[src/rtl/serial_adder_pkg.sv]
// Shared types and constants for the bit-serial adder controller.
// State encoding, default operand width and bit-counter sizing.
package serial_adder_pkg;

    localparam int DEFAULT_WIDTH = 8;

    typedef enum logic [1:0] {
        S_IDLE = 2'd0,
        S_RUN  = 2'd1,
        S_DONE = 2'd2
    } state_e;

    // Wide enough to hold the value WIDTH itself, so the count never wraps.
    function automatic int cnt_width(input int w);
        return $clog2(w + 1);
    endfunction

endpackage

[src/rtl/fa_cell.sv]
// Single-bit full adder cell, purely combinational.
// Shared by every bit position of the serial adder.
module fa_cell (
    output logic sum,
    output logic carryout,
    input  logic a,
    input  logic b,
    input  logic carryin
);

    assign sum      = a ^ b ^ carryin;
    assign carryout = (a & b) | (carryin & (a ^ b));

endmodule

[src/rtl/serial_adder_ctrl.sv]
// Bit-serial adder: one full-adder cell, LSB first, IDLE/RUN/DONE control.
// Optional signed-overflow output enabled by SERIAL_ADDER_OVF_EN.
module serial_adder_ctrl
    import serial_adder_pkg::*;
#(
    parameter int WIDTH = DEFAULT_WIDTH
) (
    input  logic             clk,
    input  logic             rst_n,
    input  logic             start,
    input  logic [WIDTH-1:0] a,
    input  logic [WIDTH-1:0] b,
    input  logic             cin,
    output logic             busy,
    output logic             done,
    output logic [WIDTH-1:0] sum,
    output logic             cout
`ifdef SERIAL_ADDER_OVF_EN
    ,
    output logic             ovf
`endif
);

    localparam int CW = cnt_width(WIDTH);
    localparam logic [CW-1:0] LAST = CW'(WIDTH - 1);

    if (WIDTH < 2 || WIDTH > 32) begin : g_bad_width
        $error("serial_adder_ctrl: WIDTH out of range 2..32");
    end

    state_e           state_q, state_d;
    logic [WIDTH-1:0] a_q, a_d;
    logic [WIDTH-1:0] b_q, b_d;
    logic [WIDTH-1:0] sum_q, sum_d;
    logic             carry_q, carry_d;
    logic [CW-1:0]    cnt_q, cnt_d;

    logic fa_s;
    logic fa_co;

    // Operands shift right so bit k always sits at position 0 on RUN edge k.
    fa_cell u_fa (
        .sum      (fa_s),
        .carryout (fa_co),
        .a        (a_q[0]),
        .b        (b_q[0]),
        .carryin  (carry_q)
    );

`ifdef SERIAL_ADDER_OVF_EN
    logic ovf_q, ovf_d;
`endif

    always_ff @(posedge clk or negedge rst_n) begin
        if (!rst_n) begin
            state_q <= S_IDLE;
            a_q     <= '0;
            b_q     <= '0;
            sum_q   <= '0;
            carry_q <= 1'b0;
            cnt_q   <= '0;
        end else begin
            state_q <= state_d;
            a_q     <= a_d;
            b_q     <= b_d;
            sum_q   <= sum_d;
            carry_q <= carry_d;
            cnt_q   <= cnt_d;
        end
    end

`ifdef SERIAL_ADDER_OVF_EN
    always_ff @(posedge clk or negedge rst_n) begin
        if (!rst_n) begin
            ovf_q <= 1'b0;
        end else begin
            ovf_q <= ovf_d;
        end
    end
`endif

    always_comb begin
        state_d = state_q;
        a_d     = a_q;
        b_d     = b_q;
        sum_d   = sum_q;
        carry_d = carry_q;
        cnt_d   = cnt_q;
`ifdef SERIAL_ADDER_OVF_EN
        ovf_d   = ovf_q;
`endif
        unique case (state_q)
            S_IDLE: begin
                if (start) begin
                    a_d     = a;
                    b_d     = b;
                    carry_d = cin;
                    cnt_d   = '0;
                    state_d = S_RUN;
                end
            end
            S_RUN: begin
                a_d     = a_q >> 1;
                b_d     = b_q >> 1;
                sum_d   = {fa_s, sum_q[WIDTH-1:1]};
                carry_d = fa_co;
                cnt_d   = cnt_q + CW'(1);
                if (cnt_q == LAST) begin
                    state_d = S_DONE;
`ifdef SERIAL_ADDER_OVF_EN
                    // carry_q is the carry into the MSB on this last edge
                    ovf_d   = carry_q ^ fa_co;
`endif
                end
            end
            S_DONE: begin
                state_d = S_IDLE;
            end
            default: begin
                state_d = S_IDLE;
            end
        endcase
    end

    assign busy = (state_q == S_RUN);
    assign done = (state_q == S_DONE);
    assign sum  = sum_q;
    assign cout = carry_q;
`ifdef SERIAL_ADDER_OVF_EN
    assign ovf  = ovf_q;
`endif

endmodule

[config.mk]
export PLATFORM = sky130hd
export DESIGN_NAME = serial_adder_ctrl
export DESIGN_NICKNAME = d
export VERILOG_FILES = /design/src/rtl/serial_adder_pkg.sv /design/src/rtl/fa_cell.sv /design/src/rtl/serial_adder_ctrl.sv
export SDC_FILE = /design/constraint.sdc
export NUM_CORES = 1
export LEC_CHECK = 0
export BUFFER_PORTS_ARGS = -buffer_cell sky130_fd_sc_hd__buf_2
export CAP_MARGIN = 5
export CORE_MARGIN = 8
export CORE_UTILIZATION = 40
export DETAILED_ROUTE_END_ITERATION = 10
export PLACE_DENSITY = 0.65
export REMOVE_ABC_BUFFERS = 1
export SLEW_MARGIN = 40
export SYNTH_ARGS = -nofsm -noshare
export SYNTH_HDL_FRONTEND = slang
export SYNTH_SLANG_ARGS = --single-unit
[constraint.sdc]
create_clock -name clk -period 1.5 [get_ports clk]
set_clock_uncertainty 0.2 [all_clocks]
set_input_delay 0.3 -clock clk [delete_from_list [all_inputs] [get_ports clk]]
set_output_delay 0.3 -clock clk [all_outputs]
set_load 0.005 [all_outputs]
==> run summary <==
Post-synthesis mux area share: 0.829%
Required time of the critical path: 1.00 ns
Number of enable-type register cells in the synthesized netlist: 0
Number of clock buffers inserted by TritonCTS: 5
Layout fillers: 284
Multi-input combinational cell area: 614 um2
Number of instances in the synthesized netlist: 133
Vias in the first global route: 1198
Die height: 74.3 um
Layout cells sized above 1: 42.8%
Routability-driven placement congestion ratio: 0.752
Synthesized-area fraction occupied by ao, oa, aoi and oai cells: 18.9%
Most frequent standard cell in the layout excluding fill and tap cells: sky130_fd_sc_hd__nand2_1
Final setup violation count: 15
Top_reg_cell synth: sky130_fd_sc_hd__dfrtp_1
Std-Cell Rows: 21
Boundary pin count: 31
Result of the run: complete, but fails checks
Data arrival time of the worst path: 1.11 ns
First-pass detailed-route iteration total: 4
DIE AREA: 5520 um2
Global Route Usage Sum: 11.9%
Maximum number of pins on one net before global-route repair: 32
Die boundary width: 74.3 um
Fin. Hold Viols: 0
IR drop worst, VDD: 862 uV
Max stage delay cell, worst path: sky130_fd_sc_hd__dfrtp_1
Number of vias per cell: 4.97
Power per standard cell area: 1970 nW/um2
DRC marker count from the first detailed-route iteration: 35
Dominant combinational cell family by area after synthesis: compound AO/OA/AOI/OAI gates
Fraction of the yosys area taken by sequential cells: 57.1%
Number of pins exceeding their max-slew limit in the final report: 0
Classification of the worst-slack hold path: in2reg
Static Leakage: 0.920 nW
Clock latency of the later-clocked register in the worst-skew pair: 0.32 ns
Count of input and output buffers: 30
Critical path type: reg2out
Effective utilization at floorplan: 41.0%
Synth Area in Adders: 2.39%
Period minus WS final: 1.61 ns
Commonest non-fill, non-tap cells in the layout: sky130_fd_sc_hd__nand2_1 (41), sky130_fd_sc_hd__dfrtp_1 (30), sky130_fd_sc_hd__buf_2 (29)
Violated checks: setup timing
FF+latch count, synth: 31
DRC violations left: 0
Crit path largest cell delay: 0.43 ns
RSZ-0062 raised after global routing: yes
Fraction of synthesis flops using an asynchronous set or reset pin: 100%
Clock-pin slew reported for the worst setup and hold paths after clock tree synthesis: 0.09 ns
Area grow syn2layout: 40.3%
Wire length of the first global-routing pass: 5.05 mm
Synthesized area per cell: 10.2 um2
H-tree depth: 2
Critical path peak fanout: 4
Transition time at the pin with the least slew margin: 0.242 ns
Sequential Area: 777 um2
Total inserted antenna cells: 0
Maximum buffer depth of the clock tree: 2
CTS sink cnt: 31
Placeable core region: 3310 um2
Least setup slack across all paths after layout: -0.114 ns
Total number of vias: 1157
Cell chain of the critical path: buf_6 -> nor2b_4 -> buf_2
Number of distinct standard cells referenced by the synthesized netlist: 24
Highest clock rate: 620 MHz
Leftover overflow at the end of global routing: 0
Share of the clock period used by the worst path: 108%
Sum Neg Setup Slack: -0.537 ns
Root cell of the clock tree: sky130_fd_sc_hd__clkbuf_4
Setup crit start kind: flip-flop
Headroom to the max-slew limit: 83.8%
Final wirelength: 3.11 mm
Yosys warning total: 0
DR WL/cell: 13.3 um
Antenna violations before repair: 0
Reported max-cap violation count: 0
Minimum setup slack after placement: 0.0994 ns
Clock tree from TritonCTS: yes
Detail Route Antenna Nets: 0
Simple-Gate Fraction of Synth Area: 16.1%
Synth Area in XOR/XNOR: 0%
Category of the worst setup path capture point: primary output
Estimated wirelength of the detail-placed design: 2.16 mm
Final-stage net count: 208
Post-synthesis instance area: 1360 um2
[stage by stage]
stage | utilization, % | instances | power, mW | instance area [um2] | hold WS [ns]
after global routing | 57.6 | 233 | 4.09 | 1910 | 0.0325
final | 57.6 | 233 | 3.76 | 1910 | 0.0451
after CTS | 53.6 | 231 | 3.52 | 1770 | 0.0288
after floorplan | - | 125 | 2.21 | 1300 | -0.196
after global placement | 48.8 | 214 | 2.74 | 1620 | 0.0630
after detailed placement | 48.8 | 214 | 2.83 | 1620 | 0.0731
[critical path: cells and delay by family (launching register included)]
kind	cells	cell delay, ns
simple gates	1	0.11
flops	1	0.43
buf+inv	2	0.26
[cell families after synthesis]
| group | count (synthesis) |
|---|---|
| flops | 31 |
| mux | 1 |
| fa+ha+maj | 2 |
| buf+inv | 9 |
| simple gates | 51 |
| compound gates | 39 |
[worst paths after layout]
check	startpoint	end	slack [ns]	depth (start not counted)
min	b[3]	b_q[3]	0.05	3
min reg2reg	sum[0]	sum[0]	0.29	2
max	state_q[1]	done	-0.11	3
max in group asynchronous	rst_n	state_q[0]	0.67	3
max reg2reg	state_q[0]	b_q[0]	-0.04	6
min in group asynchronous	rst_n	sum[0]	0.26	3
[layer usage]
metal / vias to the layer above / share of wire (%) / GRT usage (%) / wire [um]
li1: 562 / - / - / -
met1: 554 / 43 / 13.3 / 1330
met2: 34 / 48 / 19.8 / 1490
met3: 7 / 7.0 / 4.99 / 217
met4: 0 / 2.3 / 4.57 / 72
met5: - / 0 / 0 / 0
[flip-flops by register name (all words and copies together) (netlist names)]
name,flops
a_q,8
b_q,8
cnt_q,4
cout,1
state_q,2
sum,8
[power by group]
group / switching, mW / leakage, nW / total (mW) / internal [mW]
registers: 0.255 / 0.401 / 1.44 / 1.18
clock network: 0.264 / 0.0293 / 0.446 / 0.182
logic: 0.876 / 0.489 / 1.87 / 0.998
total: 1.39 / 0.920 / 3.76 / 2.36
[area by class of cell]
type                            count  share of cell area (%)
Inverter                            1                   0.328
Clock buffer                        7                    2.36
Tap cell                           46                    3.02
Timing Repair Buffer               54                    21.1
Sequential cell                    31                    40.7
Clock inverter                      1                   0.262
Multi-Input combinational cell     93                    32.2
[timing repair]
item,CTS,global route
endpoints found under the hold margin,33,0
gates resized for setup,8,27
pin swaps,1,15
buffers inserted,6,2
setup endpoints to repair,2,22
hold buffers,3,0
[Yosys cell counts (all sizes together), types with 2 or more instances]
cell type | number | share of area (%)
a22oi | 15 | 8.3
buf | 7 | 4.1
a22o | 4 | 2.6
a21oi | 2 | 0.74
o21ai | 16 | 5.9
nor2 | 2 | 0.55
nand2 | 41 | 11
dfrtp | 31 | 57
nor2b | 3 | 1.9
(Power assumes the default switching activity.)
